File: config.mk
export PLATFORM = sky130hd
export DESIGN_NAME = rom_fetch_ctrl
export DESIGN_NICKNAME = d
export VERILOG_FILES = /design/src/rtl/rom_fetch_ctrl.sv
export SDC_FILE = /design/constraint.sdc
export NUM_CORES = 1
export LEC_CHECK = 0
export ABC_CLOCK_PERIOD_IN_PS = 4050
export CAP_MARGIN = 15
export CORE_UTILIZATION = 40
export CTS_BUF_LIST = sky130_fd_sc_hd__clkbuf_8 sky130_fd_sc_hd__clkbuf_16
export DETAILED_ROUTE_END_ITERATION = 7
export DONT_BUFFER_PORTS = 1
export PLACE_DENSITY = 0.63
export SLEW_MARGIN = 20
export SYNTH_ARGS = -nofsm -noshare
export SYNTH_HDL_FRONTEND = slang
export SYNTH_SLANG_ARGS = --single-unit
File: constraint.sdc
create_clock -name clk_i -period 4.05 [get_ports clk_i]
set_input_delay 1.0125 -clock clk_i [delete_from_list [all_inputs] [get_ports clk_i]]
set_output_delay 1.0125 -clock clk_i [all_outputs]
set_load 0.05 [all_outputs]
File: src/rtl/rom_fetch_ctrl.sv
// Read-request front end for a registered ROM: grants host reads, tracks the
// one-cycle ROM latency and returns responses in order through a 2-entry FIFO.
module rom_fetch_ctrl #(
  parameter  int Width = 32,
  parameter  int Depth = 2048,
  localparam int Aw    = $clog2(Depth)
) (
  input  logic              clk_i,
  input  logic              rst_i,
  input  logic              host_req_i,
  input  logic [Aw-1:0]     host_addr_i,
  output logic              host_gnt_o,
  output logic              host_rvalid_o,
  output logic [Width-1:0]  host_rdata_o,
  output logic              host_rerr_o,
  input  logic              host_rready_i,
  output logic              rom_req_o,
  output logic [Aw-1:0]     rom_addr_o,
  input  logic [Width-1:0]  rom_rdata_i
);

  typedef struct packed {
    logic [Width-1:0] data;
    logic             err;
  } entry_t;

  // One extra bit so a power-of-two Depth does not wrap to zero.
  localparam logic [Aw:0] DepthExt = (Aw+1)'(Depth);

  entry_t     mem [2];
  logic [1:0] count;
  logic [1:0] busy;
  logic       wr_ptr;
  logic       rd_ptr;
  logic       inflight;
  logic       inflight_err;
  logic       out_of_range;
  logic       push;
  logic       pop;

  assign out_of_range  = {1'b0, host_addr_i} >= DepthExt;
  assign busy          = count + {1'b0, inflight};
  assign host_rvalid_o = (count != 2'd0);
  assign pop           = host_rvalid_o & host_rready_i;
  assign push          = inflight;

  // NOTE: a same-cycle pop frees a slot, so the grant may look at host_rready_i;
  // this is what lets a full buffer still sustain one grant per cycle.
  assign host_gnt_o    = host_req_i & ((busy < 2'd2) | pop);
  assign rom_req_o     = host_gnt_o & ~out_of_range;
  assign rom_addr_o    = host_addr_i;

  assign host_rdata_o  = mem[rd_ptr].data;
  assign host_rerr_o   = mem[rd_ptr].err;

  always_ff @(posedge clk_i) begin
    if (rst_i) begin
      count        <= 2'd0;
      inflight     <= 1'b0;
      inflight_err <= 1'b0;
      wr_ptr       <= 1'b0;
      rd_ptr       <= 1'b0;
    end else begin
      inflight     <= host_gnt_o;
      inflight_err <= host_gnt_o & out_of_range;
      if (push) wr_ptr <= ~wr_ptr;
      if (pop)  rd_ptr <= ~rd_ptr;
      case ({push, pop})
        2'b10:   count <= count + 2'd1;
        2'b01:   count <= count - 2'd1;
        default: count <= count;
      endcase
    end
  end

  // NOTE: storage is left unreset on purpose; clearing count and pointers is
  // enough to hide stale entries, and host_rdata_o is don't-care without rvalid.
  always_ff @(posedge clk_i) begin
    if (push) begin
      mem[wr_ptr] <= '{data: (inflight_err ? '0 : rom_rdata_i), err: inflight_err};
    end
  end

  a_no_overflow : assert property (@(posedge clk_i) disable iff (rst_i) count <= 2'd2);
  a_no_oor_fetch : assert property (@(posedge clk_i) disable iff (rst_i)
                                    rom_req_o |-> !out_of_range);

endmodule

**After elaboration in Yosys (flattened, before gate mapping)**

Memory sizes are Yosys's and may differ from the RTL's. A register that Yosys moved wholly into a read port is not among the register bits.
Cells that the tools add are included.

- Multiplexer cells: 5
- $lt $le $gt $ge: 1
- Reduce and logical (&&, ||, !) cells: 2
- Equality and inequality tests: 2
- Bitwise logic cells: 5
- $add $sub $neg: 3

Operator list:

| operator | number |
|---|---|
| 1-bit 2-to-1 mux | 4 |
| 2-bit case mux with 2 select lines | 1 |
| 2-bit nonzero test | 2 |
| 2-bit by 1-bit adder with 2-bit output | 1 |
| 2-bit by 1-bit adder with 2-bit output, second input constant | 1 |
| 1-bit bitwise AND | 2 |
| 2-bit by 1-bit == test with 1-bit output, second input constant | 1 |
| 2-bit == test, second input constant | 1 |
| 2-bit less-than comparator, second input constant | 1 |
| 1-bit inverter | 2 |
| 2-bit by 1-bit subtractor with 2-bit output, second input constant | 1 |
| 1-bit bitwise OR | 1 |

- Bits of input ports: 47
- Memories kept: 1
- Logic and storage cells: 23
- Register bits after elaboration: 5
- Output and inout bits: 47
- Bits in writable memories: 64

Memory list:

| name | depth | width | rd ports | clocked after Yosys merged registers in | write ports | line | RTL |
|---|---|---|---|---|---|---|---|
| mem | 2 | 32 | 1 | 1 | 1 | 30 | `entry_t mem [2];` |

**Logic depth before layout (Yosys ltp)**

- Word-level depth: 4
- Gate-level depth with buffers: 5
- Gate-level depth less buffers: 5

**Least setup slack after synthesis**

No wires, ideal clock.

- Path type: input to output
- Start: input port host_rready_i
- End: output port rom_req_o
- Path slack: 0.917 ns
- Arrival: 2.121 ns
- Stages on the path: 3
- Buffers on the path: 1
- Data required time: 3.038 ns
- Cells stage by stage: a21oi_1 -> nor2b_1 -> buf_4

- Longest elaborated chain between the ends: 3

Ends and longest elaborated chain:

| what | line | RTL |
|---|---|---|
| from (decl) | 16 | `input logic host_rready_i,` |
| 1-bit bitwise AND | 44 | `assign pop = host_rvalid_o & host_rready_i;` |
| 1-bit bitwise OR | 49 | `assign host_gnt_o = host_req_i & ((busy < 2'd2) \| pop);` |
| 1-bit bitwise AND | 49 |  |
| to (decl) | 17 | `output logic rom_req_o,` |

No other way between the ends.

==> flow_summary.toml <==
[logic_synthesis]
postSynthRegisterBits = 70
synthDominantCellAreaShare_pct = 72.1
synthDominantAreaCellType = "edfxtp_1"
synth-simple-area-share_pct = 2.21
yosys_warnings = 0
synth_top_cells_by_count = "edfxtp_1 (64), mux2_2 (30), buf_4 (13)"
netlist-cell-type-count = 23
post_synth_inst_count = 142
post_synth_instance_area_um2 = 2670
syn_nets = 190
synth_area_per_cell_um2 = 18.8
synth_seq_area_share_pct = 76.6
combinational_family_with_the_most_area_after_synthesis = "multiplexers"
synth-adder-area-share_pct = 0.469
synth-main-ff-cell = "edfxtp_1"
synth_xor_xnor_area_share_pct = 1.31
async_flop_share_pct = 0
synth_edf_count = 64
top_count_cell_post_synth = "edfxtp_1"
synth_compound_area_share_pct = 1.22
synthMuxAreaShare_pct = 13.5
ys_top_cells_by_area = "edfxtp_1 (72%), mux2_2 (13%), dfxtp_1 (4.5%)"

[die]
placementRows = 29
initial_utilization_pct = 41.7
area_of_the_die_um2 = 6990
io_pins = 94
core_area_um2 = 6390
height_of_the_die_um = 83.6
floorplan.die.width_um = 83.6

[clocking]
cts_num_sinks = 70
number_of_buffers_inserted_during_clock_tree_synthesis = 9
cts-htree-levels = 3
clockBufferDepth = 2
cts.repair.resized = 0
cts.root.buffer_cell = "clkbuf_8"
post_cts_hold_buffer_count = 0
clk_latency_ps = 330
cts_tree = "built"
cts.clk_slew.worst_paths_ps = 70
postCtsSetupRepairBufs = 0

[global_routing]
first_global_vias = 1283
gr-total-overflow = 0
grt_start_max_net_pins = 33
grt_util_all_layers_pct = 12.2
grt_antenna_before_repair = 0
grt_pass1_wl_mm = 6.15

[timing]
fin_worst_hold_slack_ps = 521
final_min_period_over_clock_period_pct = 74.2
layout_min_cycle_time_ps = 3000
finalClockSkew_ps = 7.31
setup_total_negative_slack_ps = 0
slew_headroom_pct = 38.1
tightest_slew_ps = 926
finalHoldViolCount = 0
setup_violations = 0
max_clock_freq_mhz = 333
grt_setup_unrepaired = "no"
finalMaxSlewViolations = 0

[setup_path]
critical_path_peak_fanout = 18
cp-start-kind = "flop"
required_ps = 3040
cp_data_arrival_time_ps = 1990
cp-end-kind = "primary output"
regToRegSetupSlack_ps = 2270
setup.worst_path.class = "reg2out"

[run_status]
run_status = "finished, final reports clean"

[drt]
vias_per_cell = 5.13
via_count = 1134
residual_drc = 0
post_drt_wl_per_cell_um = 17.9
route.final.wire_length_mm = 3.95
drtAntennaViolNets = 0
initialDrtViolationCount = 32
firstDrtPassIters = 4

[pwr]
power.ir.vdd_worst_mv = 0.390
power.leakage_nw = 0.936
power_per_cell_area_nw_per_um2 = 692

[hold_path]
min_path_type = "reg2reg"

[layout]
layout.nets = 187
antenna_cells_inserted = 0
drive_gt1_share_pct = 36.1
area_growth_syn_to_layout_pct = 8.50

[placement]
numPortBuffers = 0
hpwlAfterDp_mm = 2.66
place.gp.congestion = 0.664

[flow_run]
number_of_maximum_capacitance_constraint_violations = 0
[through the flow]
step                util, %  cells  instance area, um2  setup slack (ps)  power [mW]
floorplan                 -    142                2670               917        1.43
global placement       41.9    205                2680              1370        1.43
detailed placement     41.9    205                2680              1330        1.44
CTS                    45.3    221                2890               945        2.03
global route           45.3    221                2890               890        2.08
finish                 45.3    221                2890              1050        2.00
[worst max-delay path: stages, from the launching register on]
cell and delay [ps]:
dfxtp_1 800, buf_4 360, mux2_2 490
[report_power, final]
part           switching (mW)  internal, mW
combinational           0.400         0.130
clock                   0.238         0.343
sequential             0.0435         0.848
[registers in the layout, summed over array words and instances (netlist names), named ones only]
name      cells
count         2
rd_ptr        1
wr_ptr        1
mem          64
inflight      1
[path summary, 6_finish.rpt]
| check | end | startpoint | depth (start not counted) |
|---|---|---|---|
| worst min-delay path | count[1] | count[1] | 2 |
| worst min register to register | count[1] | count[1] | 2 |
| worst max-delay path | host_rdata_o[8] | flop | 2 |
| worst max register to register | mem[1][30] | inflight | 2 |
[cell type report]
type | instances | area [um2]
fillers | 546 | 3490
clock buffers | 9 | 124
well taps | 77 | 96.3
flip-flops and latches | 70 | 2040
multi-input cells | 54 | 513
inverters | 1 | 3.75
clock inverters | 7 | 90.1
repair buffers | 3 | 22.5
[cell families (layout without fill, tap and decap cells)]
kind of cell,after synthesis,in the layout
multiplexers,32,32
buffers and inverters,18,20
other,1,1
XOR/XNOR,4,4
adder cells (fa/ha/maj),1,1
AO/OA/AOI/OAI,5,5
AND/OR/NAND/NOR,11,11
flip-flops,70,70
[cells in the final DEF, fill, tap and decap left out, types with 2 or more instances in the layout]
master / instances
edfxtp_1: 64
buf_4: 3
inv_1: 2
bufinv_16: 2
dfxtp_1: 6
clkbuf_8: 9
a21oi_1: 2
xnor2_1: 3
clkinv_2: 2
nor2_1: 4
mux2_1: 2
mux2_2: 30
[metal layers]
metal  track usage [%]  vias to the layer above  part of all wire [%]
met4              9.55                        0                   2.9
met2              20.7                       53                    52
met1              10.2                      558                    35
li1                  -                      510                     -
met5                 0                        -                     0
met3              7.32                       13                    11
Note: power is estimated with default switching activity, not from simulation.
